<file path="config.mk">
export PLATFORM = sky130hd
export DESIGN_NAME = ysyx_24110015_idu
export DESIGN_NICKNAME = d
export VERILOG_FILES = /design/src/rtl/ysyx_24110015_idu.sv
export SDC_FILE = /design/constraint.sdc
export NUM_CORES = 1
export LEC_CHECK = 0
export ABC_AREA = 1
export ABC_CLOCK_PERIOD_IN_PS = 3100
export BUFFER_PORTS_ARGS = -buffer_cell sky130_fd_sc_hd__buf_4
export CAP_MARGIN = 20
export CORE_MARGIN = 5
export CORE_UTILIZATION = 51
export CTS_BUF_LIST = sky130_fd_sc_hd__clkbuf_16
export CTS_CLUSTER_SIZE = 25
export DETAILED_ROUTE_END_ITERATION = 10
export PLACE_DENSITY = 0.88
export RECOVER_POWER = 50
export SYNTH_ARGS = -nofsm -noshare
export SYNTH_HDL_FRONTEND = slang
export SYNTH_SLANG_ARGS = --single-unit
</file>
<file path="constraint.sdc">
create_clock -name clk -period 3.1 [get_ports clk]
set_clock_uncertainty 0.15 [all_clocks]
set_input_delay 0 -clock clk [delete_from_list [all_inputs] [get_ports clk]]
set_output_delay 0 -clock clk [all_outputs]
set_load 0.03 [all_outputs]
</file>
<file path="src/rtl/ysyx_24110015_idu.sv">
// Instruction decode stage: combinational RV32I/E decode of the fetched word,
// captured with pc/inst into a one-entry valid/ready pipeline register.
module ysyx_24110015_idu #(
    parameter bit RVE = 1'b0
) (
    input  logic        clk,
    input  logic        rst,
    input  logic        in_valid,
    output logic        in_ready,
    input  logic [31:0] in_pc,
    input  logic [31:0] in_inst,
    input  logic        flush,
    output logic        out_valid,
    input  logic        out_ready,
    output logic [31:0] out_pc,
    output logic [31:0] out_inst,
    output logic [4:0]  out_rs1,
    output logic [4:0]  out_rs2,
    output logic [4:0]  out_rd,
    output logic [31:0] out_imm,
    output logic [2:0]  out_fmt,
    output logic        out_rd_we,
    output logic        out_illegal
);

    localparam int unsigned XLEN = 32;
    localparam int unsigned REGW = 5;
    localparam int unsigned FMTW = 3;

    localparam logic [FMTW-1:0] FMT_R = FMTW'(0);
    localparam logic [FMTW-1:0] FMT_I = FMTW'(1);
    localparam logic [FMTW-1:0] FMT_S = FMTW'(2);
    localparam logic [FMTW-1:0] FMT_B = FMTW'(3);
    localparam logic [FMTW-1:0] FMT_U = FMTW'(4);
    localparam logic [FMTW-1:0] FMT_J = FMTW'(5);

    localparam logic [6:0] OPC_LUI    = 7'b0110111;
    localparam logic [6:0] OPC_AUIPC  = 7'b0010111;
    localparam logic [6:0] OPC_JAL    = 7'b1101111;
    localparam logic [6:0] OPC_JALR   = 7'b1100111;
    localparam logic [6:0] OPC_BRANCH = 7'b1100011;
    localparam logic [6:0] OPC_LOAD   = 7'b0000011;
    localparam logic [6:0] OPC_STORE  = 7'b0100011;
    localparam logic [6:0] OPC_OPIMM  = 7'b0010011;
    localparam logic [6:0] OPC_OP     = 7'b0110011;
    localparam logic [6:0] OPC_SYSTEM = 7'b1110011;

    localparam logic [XLEN-1:0] INST_ECALL  = 32'h0000_0073;
    localparam logic [XLEN-1:0] INST_EBREAK = 32'h0010_0073;

    logic [6:0]      opcode;
    logic [2:0]      f3;
    logic [6:0]      f7;
    logic [REGW-1:0] rs1, rs2, rd;
    logic [XLEN-1:0] imm_i, imm_s, imm_b, imm_u, imm_j;
    logic [XLEN-1:0] dec_imm;
    logic [FMTW-1:0] dec_fmt;
    logic            enc_bad, rve_bad, no_wb;
    logic            use_rs1, use_rs2, use_rd;
    logic            dec_illegal, dec_rd_we;
    logic            accept, transfer;

    assign opcode = in_inst[6:0];
    assign rd     = in_inst[11:7];
    assign f3     = in_inst[14:12];
    assign rs1    = in_inst[19:15];
    assign rs2    = in_inst[24:20];
    assign f7     = in_inst[31:25];

    assign imm_i = {{20{in_inst[31]}}, in_inst[31:20]};
    assign imm_s = {{20{in_inst[31]}}, in_inst[31:25], in_inst[11:7]};
    assign imm_b = {{20{in_inst[31]}}, in_inst[7], in_inst[30:25], in_inst[11:8], 1'b0};
    assign imm_u = {in_inst[31:12], 12'b0};
    assign imm_j = {{12{in_inst[31]}}, in_inst[19:12], in_inst[20], in_inst[30:21], 1'b0};

    // Opcode map: format, immediate, encoding legality and which register fields are live.
    always_comb begin
        dec_fmt = FMT_I;
        dec_imm = '0;
        enc_bad = 1'b0;
        no_wb   = 1'b0;
        use_rs1 = 1'b0;
        use_rs2 = 1'b0;
        use_rd  = 1'b0;
        case (opcode)
            OPC_LUI, OPC_AUIPC: begin
                dec_fmt = FMT_U;
                dec_imm = imm_u;
                use_rd  = 1'b1;
            end
            OPC_JAL: begin
                dec_fmt = FMT_J;
                dec_imm = imm_j;
                use_rd  = 1'b1;
            end
            OPC_JALR: begin
                dec_imm = imm_i;
                enc_bad = (f3 != 3'b000);
                use_rs1 = 1'b1;
                use_rd  = 1'b1;
            end
            OPC_BRANCH: begin
                dec_fmt = FMT_B;
                dec_imm = imm_b;
                enc_bad = (f3 == 3'b010) || (f3 == 3'b011);
                use_rs1 = 1'b1;
                use_rs2 = 1'b1;
            end
            OPC_LOAD: begin
                dec_imm = imm_i;
                enc_bad = (f3 == 3'b011) || (f3 == 3'b110) || (f3 == 3'b111);
                use_rs1 = 1'b1;
                use_rd  = 1'b1;
            end
            OPC_STORE: begin
                dec_fmt = FMT_S;
                dec_imm = imm_s;
                enc_bad = (f3 > 3'b010);
                use_rs1 = 1'b1;
                use_rs2 = 1'b1;
            end
            OPC_OPIMM: begin
                dec_imm = imm_i;
                if (f3 == 3'b001) begin
                    enc_bad = (f7 != 7'b0000000);
                end else if (f3 == 3'b101) begin
                    enc_bad = (f7 != 7'b0000000) && (f7 != 7'b0100000);
                end
                use_rs1 = 1'b1;
                use_rd  = 1'b1;
            end
            OPC_OP: begin
                dec_fmt = FMT_R;
                enc_bad = !((f7 == 7'b0000000) ||
                            ((f7 == 7'b0100000) && ((f3 == 3'b000) || (f3 == 3'b101))));
                use_rs1 = 1'b1;
                use_rs2 = 1'b1;
                use_rd  = 1'b1;
            end
            OPC_SYSTEM: begin
                dec_imm = imm_i;
                if ((in_inst == INST_ECALL) || (in_inst == INST_EBREAK)) begin
                    no_wb = 1'b1;
                end else begin
                    enc_bad = (f3 == 3'b000) || (f3 == 3'b100);
                end
                use_rs1 = 1'b1;
                use_rd  = 1'b1;
            end
            default: begin
                enc_bad = 1'b1;
            end
        endcase
    end

    // RV32E has only x0..x15: any live register field reaching x16+ is illegal.
    assign rve_bad = RVE && ((use_rs1 && rs1[4]) || (use_rs2 && rs2[4]) || (use_rd && rd[4]));

    assign dec_illegal = enc_bad || rve_bad;
    assign dec_rd_we   = !dec_illegal && !no_wb && (dec_fmt != FMT_B) &&
                         (dec_fmt != FMT_S) && (rd != REGW'(0));

    assign in_ready = !flush && (!out_valid || out_ready);
    assign accept   = in_valid && in_ready;
    assign transfer = out_valid && out_ready;

    // Pipeline register; flush only drops the valid bit, payload may stay stale.
    always_ff @(posedge clk) begin
        if (rst) begin
            out_valid   <= 1'b0;
            out_pc      <= '0;
            out_inst    <= '0;
            out_rs1     <= '0;
            out_rs2     <= '0;
            out_rd      <= '0;
            out_imm     <= '0;
            out_fmt     <= '0;
            out_rd_we   <= 1'b0;
            out_illegal <= 1'b0;
        end else if (flush) begin
            out_valid <= 1'b0;
        end else if (accept) begin
            out_valid   <= 1'b1;
            out_pc      <= in_pc;
            out_inst    <= in_inst;
            out_rs1     <= rs1;
            out_rs2     <= rs2;
            out_rd      <= rd;
            out_imm     <= dec_imm;
            out_fmt     <= dec_fmt;
            out_rd_we   <= dec_rd_we;
            out_illegal <= dec_illegal;
        end else if (transfer) begin
            out_valid <= 1'b0;
        end
    end

endmodule

</file>
# Yosys cells after proc, flatten, opt, wreduce, memory -nomap -nowiden
# Cells that the tools add are included.
# Widths: inputs -> output; s select.
# totals
ff_bits,117
latchBits,0
ram_bits,0
rom_bits,0
input_bits,69
mem_count,0
# op_classes
add_sub_neg,0
n_mul,0
div,0
n_lt_le_gt_ge,1
eq_ne,23
shift,0
mux,10
bitwise_logic,1
reduce_logical,33
# ops
op,count
$pmux 32 s5,1
$eq 32x21->1 const B,1
$eq 32x7->1 const B,1
$eq 7x6->1 const B,4
$eq 7x7->1 const B,4
$pmux 3 s5,1
$eq 7x5->1 const B,2
$eq 3x3->1 const B,4
$logic_and 1x1->1,9
$logic_or 1x1->1,8
$pmux 1 s8,1
$eq 7x2->1 const B,1
$logic_not 7->1,1
$mux 1,7
$ne 7x6->1 const B,1
$reduce_bool 7->1,1
$eq 3x2->1 const B,2
$ne 3x2->1 const B,2
$logic_not 1->1,5
$reduce_bool 5->1,1
$reduce_or 2->1,2
$reduce_or 4->1,1
$eq 3x1->1 const B,1
$gt 3x2->1 const B,1
other kinds (6),6

# Depth between registers and ports, before layout
# logic_depth
depth_word,11
mapped_depth,12
mapped_depth_nobuf,12

# Worst setup path before layout
# No wires, ideal clock.
# synth_path
path_type,register to register
startpoint,register out_valid
endpoint,register out_fmt[1]
arrival_ns,1.708
t_required_ns,2.818
path_slack_ns,1.110
path_stages_with_launch,9
n_path_buf,2
synth_period_minus_slack_ns,1.990
cell_sequence,dfxtp_1 -> nand2_1 -> inv_1 -> nor2_1 -> nand2_2 -> buf_2 -> clkbuf_1 -> nand2_1 -> a21oi_1
# synth_between
elab_chain_len,5
# synth_rtl
element,line_no,rtl
"start, declared",13,"output logic out_valid,"
"start signal, assigned",170,out_valid <= 1'b0;
"start signal, assigned",181,out_valid <= 1'b0;
"start signal, assigned",183,out_valid <= 1'b1;
$logic_not 1->1,163,assign in_ready = !flush && (!out_valid || out_ready);
$logic_or 1x1->1,163,
$logic_and 1x1->1,163,
named net in_ready,9,"output logic in_ready,"
$logic_and 1x1->1,164,assign accept = in_valid && in_ready;
$reduce_and 2->1 (no source line),-,
"end signal, assigned",190,out_fmt <= dec_fmt;
"end, declared",21,"output logic [2:0] out_fmt,"
# The timed path passes the listed nets, and every way through them passes these cells.
# A chain may end at the register's enable or synchronous reset.

# Worst setup path after layout
# layout_path
startpoint,register out_valid
endpoint,register out_pc[4]
# layout_between
elab_chain_len,5
# layout_rtl
element,line_no,rtl
$logic_not 1->1,163,
$logic_or 1x1->1,163,
$logic_and 1x1->1,163,
$logic_and 1x1->1,164,
$reduce_and 2->1 (no source line),-,
"end signal, assigned",184,out_pc <= in_pc;
"end, declared",15,"output logic [31:0] out_pc,"
# Every way passes these cells.

==> reports/results.txt <==
DP Worst Slack - 0.866 ns
Clock Path Buffers - 2
Placer Congestion - 0.902
largest net degree at the start of global routing - 78
met3 Usage GRT - 5.46%
n_diodes - 0
commonest cells after routing, fill and taps aside - nand2_1 (214), clkbuf_1 (110), dfxtp_1 (102)
leak pwr - 0.00262 uW
chip height - 102 microns
CTS buffer count - 9
final instance area - 0.00633 sq mm
Worst Path Required - 3.24 ns
H-tree depth - 3
Die X - 102 microns
crit-path max FO - 39
Placement Cell Area - 0.00564 sq mm
Post-CTS Hold Fix Bufs - 82
post-layout util - 76.7%
RSZ-0062 raised after global routing - false
area delta synth->final - 46.4%
crit end category - flop
worst slew pin tran - 0.772 ns
slowest CP cell - dlygate4sd3_1
TNS Setup - 0 ns
most common cell after layout, fill and taps aside - nand2_1
mux cell area share after synthesis - 0%
Worst VDD drop - 0.000274 V
detailed placer's ending HPWL - 9890 microns
max frequency - 338 MHz
r2r worst-path depth - 9
CP Class - flop to flop
post-synthesis compound-gate area fraction - 16.0%
row cnt - 33
Syn Nets - 672
Starting Density - 52.4%
hold_ws - 0.0261 ns
fin crit share - 95.5%
CP dominant cell by count - nand2_1
GRT Max-Usage Layer - met2
PwrDens - 470 mW/mm^2
# DRC - 0
Worst Hold Depth - 2
I/O pin total - 187
Hold EP - out_imm[22]
GRT Total Usage - 29.9%
R2R Path End - out_pc[4]
Max-Cap Viols - 0
HP Class - input pin to flop
sequential cell area - 0.00204 sq mm
Initial DRT Pass Iterations - 8
Overflow after GRT - 0
number of global-route vias before repair - 5,195
Final Hold Viols - 0
fill cell count - 701
simple-gate share of the synthesized area - 28.4%
mapped cell area - 0.00432 sq mm
CP startpoint kind - flop
final WL - 15,700 microns
Placeable Area - 0.00826 sq mm
initial antenna violation count - 0
clk root buf - clkbuf_16
critical-path cell list - nand2_1 -> inv_1 -> nor2_1 -> nand2_4 -> inv_2 -> buf_4 -> nand2_1 -> a21oi_1 -> dlygate4sd3_1
clk_lat worst skew - 0.35 ns
CTS resizes - 0
status - finished, final reports clean
met2 Use GR - 52.9%
die area - 0.0104 sq mm
worst r2r src - out_valid
fin nets - 910
routed len/inst - 16.5 microns
post-route ant nets - 0
IO buf count - 186
Post-Syn Instances - 603
Post-Synth XOR/XNOR Area - 0%
met1 usage - 33.7%
Vias/cell - 5.40
count of different cell masters after synthesis - 25
CTS tree - yes
1st-iter DRT viols - 301
post-CTS setup buffer count - 0
main combinational cell family by area after synthesis - simple AND/OR/NAND/NOR gates
Syn. warnings - 0
synthesized flop and latch total - 102
Crit path arrival time - 3.10 ns
final setup fails - 0
Max stage delay on crit path - 0.60 ns
Rel. slew slack - 48.5%
R2R Setup Slk - 0.14 ns
PnR worst setup slack - 0.138 ns
first-pass GRT wire length - 24,700 microns
area taken by multi-input logic gates - 0.00193 sq mm
via count - 5,128
Clock Sinks - 102
minimum clock period - 2.96 ns
syn_area_per_cell - 7.17 sq um
Pins Over Slew Limit - 0
post-synthesis adder-cell area fraction - 0%
Seq/Total Area, Yosys - 47.2%
worst hold start - rst
CTS clk-pin slew, worst paths - 0.07 ns
layout cell share with drive strength beyond 1 - 14.6%
## critical path: cells and delay by family (launching register included)
kind | cells | cell delay (ns)
AND/OR/NAND/NOR | 4 | 0.67
flip-flops | 1 | 0.33
AO/OA/AOI/OAI | 1 | 0.20
buffers and inverters | 4 | 1.55
## how the worst max path moves through the flow
stage / start / end / slack [ns] / cells after the start
finish: out_valid / out_pc[4] / 0.14 / 9
CTS: out_valid / out_pc[10] / 0.46 / 9
global placement: out_valid / out_imm[20] / 0.91 / 8
global route: out_valid / out_pc[4] / 0.03 / 9
detailed placement: out_valid / out_imm[20] / 0.87 / 8
floorplan: out_valid / out_fmt[1] / 1.11 / 8
## registers in the layout (all words and copies together) (netlist names)
name / flops
out_inst: 32
out_rd_we: 1
out_pc: 32
out_illegal: 1
out_imm: 32
out_valid: 1
out_fmt: 3
## final cells by class
type | instances | area share [%]
clock buffers | 9 | 3.56
clock inverters | 6 | 0.929
inverters | 26 | 1.54
multi-input cells | 428 | 30.4
flip-flops and latches | 102 | 32.3
well taps | 105 | 2.08
repair buffers | 274 | 29.2
## through the flow
stage / instances / total power (uW)
6_report: 950 / 2980
5_1_grt: 950 / 3070
4_1_cts: 950 / 3000
3_5_place_dp: 853 / 1870
3_3_place_gp: 853 / 1860
2_1_floorplan: 603 / 1670
## cell families after synthesis
family,Yosys count
flops,102
compound gates,129
buf+inv,73
simple gates,299
## routing by layer
metal / part of all wire [%] / vias to the layer above
met1: 37 / 2389
li1: - / 2404
met2: 50 / 264
met3: 7.4 / 71
met5: 0 / -
met4: 5.1 / 0
## where the power goes
group / leakage [uW] / total [uW] / switching, uW / internal [uW]
clock: 0.000135 / 1080 / 530 / 554
sequential: 0.000831 / 1380 / 28.1 / 1360
combinational: 0.00165 / 509 / 315 / 193
## cell usage after synthesis
library cell	count	area, sq um
a21oi_1	101	505
inv_2	4	15.0
a22oi_1	1	7.51
nand4_1	11	68.8
nor3_1	1	5.00
nor2_1	44	165
buf_4	17	128
nor2_4	2	22.5
buf_6	1	11.3
nand3_2	1	10.0
o211ai_1	1	7.51
nand2_1	214	803
clkbuf_1	16	60.1
inv_1	22	82.6
a21oi_2	10	87.6
o21ai_0	13	65.1
nand2_4	2	22.5
a211oi_1	1	7.51
nand3_1	16	80.1
or3_1	1	6.26
a31oi_1	2	12.5
nor2_2	3	18.8
dfxtp_1	102	2040
nand2_2	4	25.0
buf_2	13	65.1
No activity file was read; power rests on OpenSTA's default activity.
